--- src/rtl/ptw_mem_arb.sv ---
// Arbitrates page-table-walk reads and PTE accessed/dirty read-modify-writes
// onto a single memory port, with a response timeout.
module ptw_mem_arb #(
   parameter int PA_W    = 32,
   parameter int TIMEOUT = 1024
) (
   input  logic            clk,
   input  logic            reset,
   input  logic            walk_req_valid,
   input  logic [PA_W-1:0] walk_req_addr,
   output logic            walk_rsp_valid,
   output logic [63:0]     walk_rsp_data,
   output logic [127:0]    walk_rsp_cacheline,
   input  logic            mark_valid,
   input  logic            mark_accessed,
   input  logic            mark_dirty,
   input  logic [63:0]     mark_addr,
   output logic            mark_rsp_valid,
   output logic            mem_req_valid,
   input  logic            mem_req_ready,
   output logic [PA_W-1:0] mem_req_addr,
   output logic            mem_req_store,
   output logic [63:0]     mem_req_data,
   input  logic            mem_rsp_valid,
   input  logic [63:0]     mem_rsp_data,
   input  logic [127:0]    mem_rsp_cacheline,
   output logic            busy,
   output logic            timeout_err
);

   localparam int CW = $clog2(TIMEOUT + 1);

   typedef enum logic [2:0] {
      IDLE, WALK_REQ, WALK_WAIT, MRD_REQ, MRD_WAIT, MWR_REQ, MWR_WAIT
   } state_t;

   state_t          state, state_nxt;
   logic            walk_pend, mark_pend;
   logic [PA_W-1:0] walk_addr_q, mark_addr_q;
   logic            acc_q, dirty_q;
   logic            rr_mark;       // mark wins the next contended arbitration
   logic [CW-1:0]   wait_cnt;
   logic [63:0]     mark_new;
   logic            grant_walk, grant_mark, timed_out;
   logic            walk_svc, mark_svc, in_req, in_wait;

   if (PA_W < 64) begin : g_hi
      logic unused_hi;
      assign unused_hi = ^mark_addr[63:PA_W];
   end

   assign walk_svc      = (state == WALK_REQ) || (state == WALK_WAIT);
   assign mark_svc      = (state == MRD_REQ) || (state == MRD_WAIT) ||
                          (state == MWR_REQ) || (state == MWR_WAIT);
   assign in_req        = (state == WALK_REQ) || (state == MRD_REQ) || (state == MWR_REQ);
   assign in_wait       = (state == WALK_WAIT) || (state == MRD_WAIT) || (state == MWR_WAIT);
   assign mem_req_valid = in_req;
   assign busy          = (state != IDLE) || walk_pend || mark_pend;

   always_comb begin
      state_nxt  = state;
      grant_walk = 1'b0;
      grant_mark = 1'b0;
      mark_new   = mem_rsp_data | {56'd0, dirty_q, acc_q | dirty_q, 6'd0};
      timed_out  = in_wait && !mem_rsp_valid && (wait_cnt == CW'(TIMEOUT - 1));
      case (state)
         IDLE: begin
            if (walk_pend && (!mark_pend || !rr_mark)) begin
               grant_walk = 1'b1;
               state_nxt  = WALK_REQ;
            end else if (mark_pend) begin
               grant_mark = 1'b1;
               state_nxt  = MRD_REQ;
            end
         end
         WALK_REQ:  if (mem_req_ready) state_nxt = WALK_WAIT;
         WALK_WAIT: if (mem_rsp_valid || timed_out) state_nxt = IDLE;
         MRD_REQ:   if (mem_req_ready) state_nxt = MRD_WAIT;
         MRD_WAIT: begin
            if (mem_rsp_valid)  state_nxt = (mark_new == mem_rsp_data) ? IDLE : MWR_REQ;
            else if (timed_out) state_nxt = IDLE;
         end
         MWR_REQ:   if (mem_req_ready) state_nxt = MWR_WAIT;
         MWR_WAIT:  if (mem_rsp_valid || timed_out) state_nxt = IDLE;
         default:   state_nxt = IDLE;
      endcase
   end

   always_ff @(posedge clk) begin
      if (reset) state <= IDLE;
      else       state <= state_nxt;
   end

   always_ff @(posedge clk) begin
      if (reset) begin
         walk_pend          <= 1'b0;
         mark_pend          <= 1'b0;
         walk_addr_q        <= '0;
         mark_addr_q        <= '0;
         acc_q              <= 1'b0;
         dirty_q            <= 1'b0;
         rr_mark            <= 1'b0;
         wait_cnt           <= '0;
         walk_rsp_valid     <= 1'b0;
         walk_rsp_data      <= '0;
         walk_rsp_cacheline <= '0;
         mark_rsp_valid     <= 1'b0;
         mem_req_addr       <= '0;
         mem_req_store      <= 1'b0;
         mem_req_data       <= '0;
         timeout_err        <= 1'b0;
      end else begin
         walk_rsp_valid <= 1'b0;
         mark_rsp_valid <= 1'b0;

         if (walk_req_valid && !walk_pend && !walk_svc) begin
            walk_pend   <= 1'b1;
            walk_addr_q <= walk_req_addr & ~PA_W'(7);
         end
         if (mark_valid && !mark_pend && !mark_svc) begin
            mark_pend   <= 1'b1;
            mark_addr_q <= mark_addr[PA_W-1:0] & ~PA_W'(7);
            acc_q       <= mark_accessed;
            dirty_q     <= mark_dirty;
         end

         // Pointer only moves when both requesters actually competed.
         if (grant_walk) begin
            walk_pend     <= 1'b0;
            mem_req_addr  <= walk_addr_q;
            mem_req_store <= 1'b0;
            mem_req_data  <= '0;
            if (mark_pend) rr_mark <= 1'b1;
         end
         if (grant_mark) begin
            mark_pend     <= 1'b0;
            mem_req_addr  <= mark_addr_q;
            mem_req_store <= 1'b0;
            mem_req_data  <= '0;
            if (walk_pend) rr_mark <= 1'b0;
         end

         if (in_req)       wait_cnt <= '0;
         else if (in_wait) wait_cnt <= wait_cnt + 1'b1;

         case (state)
            WALK_WAIT: begin
               if (mem_rsp_valid) begin
                  walk_rsp_valid     <= 1'b1;
                  walk_rsp_data      <= mem_rsp_data;
                  walk_rsp_cacheline <= mem_rsp_cacheline;
               end else if (timed_out) begin
                  walk_rsp_valid     <= 1'b1;
                  walk_rsp_data      <= '0;
                  walk_rsp_cacheline <= '0;
                  timeout_err        <= 1'b1;
               end
            end
            MRD_WAIT: begin
               if (mem_rsp_valid) begin
                  if (mark_new == mem_rsp_data) begin
                     mark_rsp_valid <= 1'b1;
                  end else begin
                     mem_req_store <= 1'b1;
                     mem_req_data  <= mark_new;
                  end
               end else if (timed_out) begin
                  mark_rsp_valid <= 1'b1;
                  timeout_err    <= 1'b1;
               end
            end
            MWR_WAIT: begin
               if (mem_rsp_valid || timed_out) mark_rsp_valid <= 1'b1;
               if (timed_out)                  timeout_err    <= 1'b1;
            end
            default: ;
         endcase
      end
   end

endmodule

--- config.mk ---
export PLATFORM = sky130hd
export DESIGN_NAME = ptw_mem_arb
export DESIGN_NICKNAME = d
export VERILOG_FILES = /design/src/rtl/ptw_mem_arb.sv
export SDC_FILE = /design/constraint.sdc
export NUM_CORES = 1
export LEC_CHECK = 0
export CORE_AREA = 2 2 230 232
export CTS_CLUSTER_DIAMETER = 120
export DETAILED_ROUTE_END_ITERATION = 10
export DIE_AREA = 0 0 232 234
export GPL_ROUTABILITY_DRIVEN = 0
export PLACE_DENSITY = 0.57
export SLEW_MARGIN = 20
export SYNTH_ARGS = -nofsm -noshare
export SYNTH_HDL_FRONTEND = slang
export SYNTH_SLANG_ARGS = --single-unit
--- constraint.sdc ---
create_clock -name clk -period 2.4 [get_ports clk]
set_input_delay 0.36 -clock clk [delete_from_list [all_inputs] [get_ports clk]]
set_output_delay 0.36 -clock clk [all_outputs]
set_load 0.03 [all_outputs]
* Word-level counts from Yosys, hierarchy flattened
Cells that the tools add are included.
Widths: inputs -> output; s select.
** Word-level totals
- Bits in registers :: 369
- Latch bits :: 0
- Bits in writable memories :: 0
- Bits in read-only memories :: 0
- Input port bits :: 296
- Output and inout bits :: 294
- Memories kept :: 0
** Cells by class
- Add/subtract/negate cells :: 1
- $mul :: 0
- Divide/modulo/power cells :: 0
- Magnitude comparators :: 0
- Eq/ne operators :: 15
- Shifts and indexed selects :: 0
- Mux-type cells :: 44
- Bitwise operators :: 3
- Reduce and logical (&&, ||, !) cells :: 39
** Operator list (count)
- $mux 64 :: 7
- $mux 128 :: 2
- $eq 64x64->1 :: 1
- $mux 32 :: 2
- $or 64x8->64 :: 1
- $mux 3 :: 9
- $mux 1 :: 21
- $pmux 3 s6 :: 1
- $logic_or 1x1->1 :: 12
- $reduce_or 2->1 :: 6
- $add 11x1->11 const B :: 1
- $eq 11x10->1 const B :: 1
- $eq 3x3->1 const B :: 3
- $ne 2x2->1 const B :: 4
- $logic_and 1x1->1 :: 7
- $eq 3x2->1 const B :: 2
- $logic_not 1->1 :: 6
- $ne 3x3->1 const B :: 2
- $reduce_and 6->1 :: 1
- $reduce_bool 2->1 :: 3
- $pmux 1 s2 :: 2
- $reduce_and 2->1 :: 2
- $eq 3x1->1 const B :: 1
- $logic_not 3->1 :: 1
- 4 further kinds :: 4

* Logic depth before layout (Yosys ltp)
- Word-level depth :: 10
- Depth in mapped cells :: 8
- Gate-level depth less buffers :: 6

* Worst setup path after synthesis
Ideal clock, no wire load.
- Path kind :: register -> register
- From :: register state[0]
- To :: register wait_cnt[0]
- Data arrival time :: 1.918 ns
- Setup slack :: 0.355 ns
- Stages on the path, launching flop included :: 6
- Path buffers :: 2
- Clock period less this slack :: 2.045 ns
- Path through :: dfxtp_1 > buf_2 > a21boi_0 > or2_2 > clkbuf_1 > nor2_1
** Between the ends
- Longest elaborated chain between the ends :: 4
- Elaborated cells on any way between the ends :: 11
** Ends and longest elaborated chain
- start, declared :: RTL line 37 : state_t state, state_nxt;
- start signal, assigned :: RTL line 91 : else state <= state_nxt;
- $eq 3x1->1 or $eq 3x2->1 (tied branches) :: RTL line 55 : assign in_req = (state == WALK_REQ) || (state == MRD_REQ) || (state == MWR_REQ);
- $logic_or 1x1->1 :: RTL line 55
- $logic_or 1x1->1 (*) :: RTL line 55
- via mem_req_valid :: RTL line 19 : output logic mem_req_valid,
- $reduce_or 2->1 (no line) (*)
- end signal, assigned :: RTL line 144 : else if (in_wait) wait_cnt <= wait_cnt + 1'b1;
- end, declared :: RTL line 42 : logic [CW-1:0] wait_cnt;
The timed path passes the listed nets; every way through them passes the cells marked *.
A chain may end at the register's enable or synchronous reset.

* Worst setup path after layout
- From :: register state[0]
- To :: output port mem_req_valid
** Between the ends
- Longest elaborated chain between the ends :: 3
- Elaborated cells on any way between the ends :: 5
** Ends and longest elaborated chain (RTL line)
- $eq 3x1->1 or $eq 3x2->1 (tied branches) :: 55
- $logic_or 1x1->1 :: 55
- $logic_or 1x1->1 (*) :: 55
- end, declared :: 19
Every way passes the cells marked *; elsewhere a longest branch is shown, timed or not.

==> run_results.csv <==
group,metric,value,unit
critical_path,crit_fanout,10,
routing,drc_errors,0,
critical_path,start_kind,"flip-flop",
worst_hold_path,hp-class,"in2reg",
die,ioPinCount,590,
critical_path,worstPathRequired,2040,ps
cts,htree_levels,2,
placement,hpwl,31600,um
placement,io_buffers,548,
cells_and_area,final_common_cell,"clkdlybuf4s50_1",
yosys,synth-seq-cells,366,
grt,grt_pass1_wl,65900,um
cells_and_area,drive_gt1_share,7.02,%
yosys,netlist.area_leader.share,59.3,%
sta,worst_pin_slew,811,ps
cells_and_area,layout.nets,2061,
grt,grt_max_degree,165,
grt,grt_pass1_vias,10930,
routing,via_per_inst,4.47,
sta,period_needed,2190,ps
sta,max_freq,0.457,GHz
cts,clk_path_buf_depth,3,
routing,wl_per_cell,17.8,um
yosys,synth.distinct_cells,40,
sta,max-slew-margin-rel,45.8,%
sta,worst_slack,211,ps
power_and_ir_drop,vdd_drop_max,0.443,mV
placement,place_area,18800,sq um
yosys,synth.area.top_cells,"dfxtp_1, a22o_1, nand2_1",
sta,finalSetupViolCount,0,
cts,clock_latency,550,ps
critical_path,endpoint_kind,"output port",
cts,cts_tree,"yes",
grt,grt_overflow,0,
sta,holdWs,363,ps
sta,final_hold_viol_count,0,
yosys,seq_area_frac_synth,59.3,%
cells_and_area,fin_area,20200,sq um
die,row_count,84,
power_and_ir_drop,power_density,956,nW/um^2
critical_path,path_class,"reg2out",
run_status,status,"completed",
yosys,synthArstFlopShare,0,%
die,die_area,54300,sq um
run,maxCapViolations,0,
power_and_ir_drop,cellLeakagePower,7.47,nW
yosys,synth-edff-count,0,
routing,vias,11114,
grt,gr-usage-all-layers,15.5,%
yosys,syn_area,12400,sq um
cells_and_area,final_cell_mix,"clkdlybuf4s50_1, dfxtp_1, nand2_1",
die,coreArea,52000,sq um
routing,drtIter0Drc,442,
critical_path,arrival,1830,ps
routing,wl,44300,um
die,die_y,234,um
sta,finalCritPeriodShare,91.2,%
cells_and_area,area_growth,63.5,%
yosys,ys.flop_type,"dfxtp_1",
grt,grt_antenna_before_repair,4,
cts,clk_pin_slew,60,ps
cts,root_buffer,"clkbuf_16",
routing,drtAntennaViolNets,0,
sta,rsz0062_at_grt,"no",
sta,fin_skew,10.1,ps
yosys,avgSynthCellArea,10.0,sq um
cts,cts.sinks,366,
sta,slew_viol_final,0,
placement,post-place-ws,-73.1,ps
die,die_w,232,um
routing,first_pass_iters,5,
yosys,syn_inst,1233,
cts,cts_buffers,42,
yosys,synth_top_cell_by_area,"dfxtp_1",
die,floorplan.initialDensity,23.7,%
yosys,synth-warning-count,0,
[metal layers]
layer / track usage [%] / vias up / wire [um]
li1: - / 5433 / -
met1: 18.6 / 5270 / 17900
met2: 26.7 / 346 / 22200
met3: 4.32 / 63 / 3170
met4: 5.57 / 2 / 1100
met5: 0 / - / 11
[critical path, cell delays in order, from the launching register on]
cell	delay (ps)
dfxtp_1	340
buf_4	190
a21boi_0	290
dlygate4sd2_1	460
[Yosys cell counts, drive strengths merged, types with 3 or more instances]
library cell	instances
dfxtp	366
nand2	193
a22o	192
a21oi	131
nand3	70
clkbuf	68
nor2	53
buf	43
mux2i	30
a211oi	29
xor2	9
nor3	6
nor2b	5
o21ai	5
xnor2	4
inv	3
[cell families (layout without fill, tap and decap cells)]
family                   Yosys count  in the layout  share of synthesized area, %
AO/OA/AOI/OAI                    367            367                          21.6
flip-flops                       366            366                          59.3
AND/OR/NAND/NOR                  341            341                          11.6
buffers and inverters            114            673                          3.93
multiplexers                      30             30                          2.43
XOR/XNOR                          13             13                         0.922
adder cells (fa/ha/maj)            1              1                         0.101
other                              1              6                        0.0304
[sequential cells by signal (all words and copies together) (netlist names), 3 cells and up]
signal,flops
walk_rsp_cacheline,128
mem_req_data,64
walk_rsp_data,64
mark_addr_q,29
mem_req_addr,29
walk_addr_q,29
wait_cnt,11
state,3
[path summary, 6_finish.rpt]
kind	startpoint	end	slack (ps)	depth (start not counted)
worst max register to register	state[2]	walk_rsp_cacheline[10]	260	6
worst min register to register	mark_addr_q[18]	mark_addr_q[18]	450	2
worst max-delay path	state[0]	mem_req_valid	210	3
worst min-delay path	walk_req_addr[21]	walk_addr_q[21]	360	3
[per-stage QoR]
step | instances | power, W | TNS, ps | utilization (%)
CTS | 2482 | 0.0196 | 0 | 38.8
detailed placement | 2408 | 0.0132 | -3160 | 36.2
finish | 2485 | 0.0193 | 0 | 38.8
global route | 2485 | 0.0203 | 0 | 38.8
global placement | 2408 | 0.0131 | -5790 | 36.2
floorplan | 1235 | 0.0106 | 0 | -
[repair_timing]
item	4_1_cts	5_1_grt
hold buffers	0	0
setup endpoints to repair	2	0
gates resized for setup	3	0
buffers inserted	0	0
[final cells by class]
type	count	area (sq um)
Clock buffer	58	1170
Multi-Input combinational cell	755	4600
Tap cell	688	861
Clock inverter	16	178
Sequential cell	366	7330
Inverter	3	11.3
Fill cell	5129	31800
Antenna cell	3	7.51
Timing Repair Buffer	596	6040
[where the power goes]
| part | switching (W) | internal [W] | leakage (nW) |
|---|---|---|---|
| clock network | 0.00253 | 0.00374 | 0.670 |
| registers | 0.000457 | 0.00687 | 2.97 |
| logic | 0.00331 | 0.00238 | 3.83 |
Power figures use the tool's default switching activity.
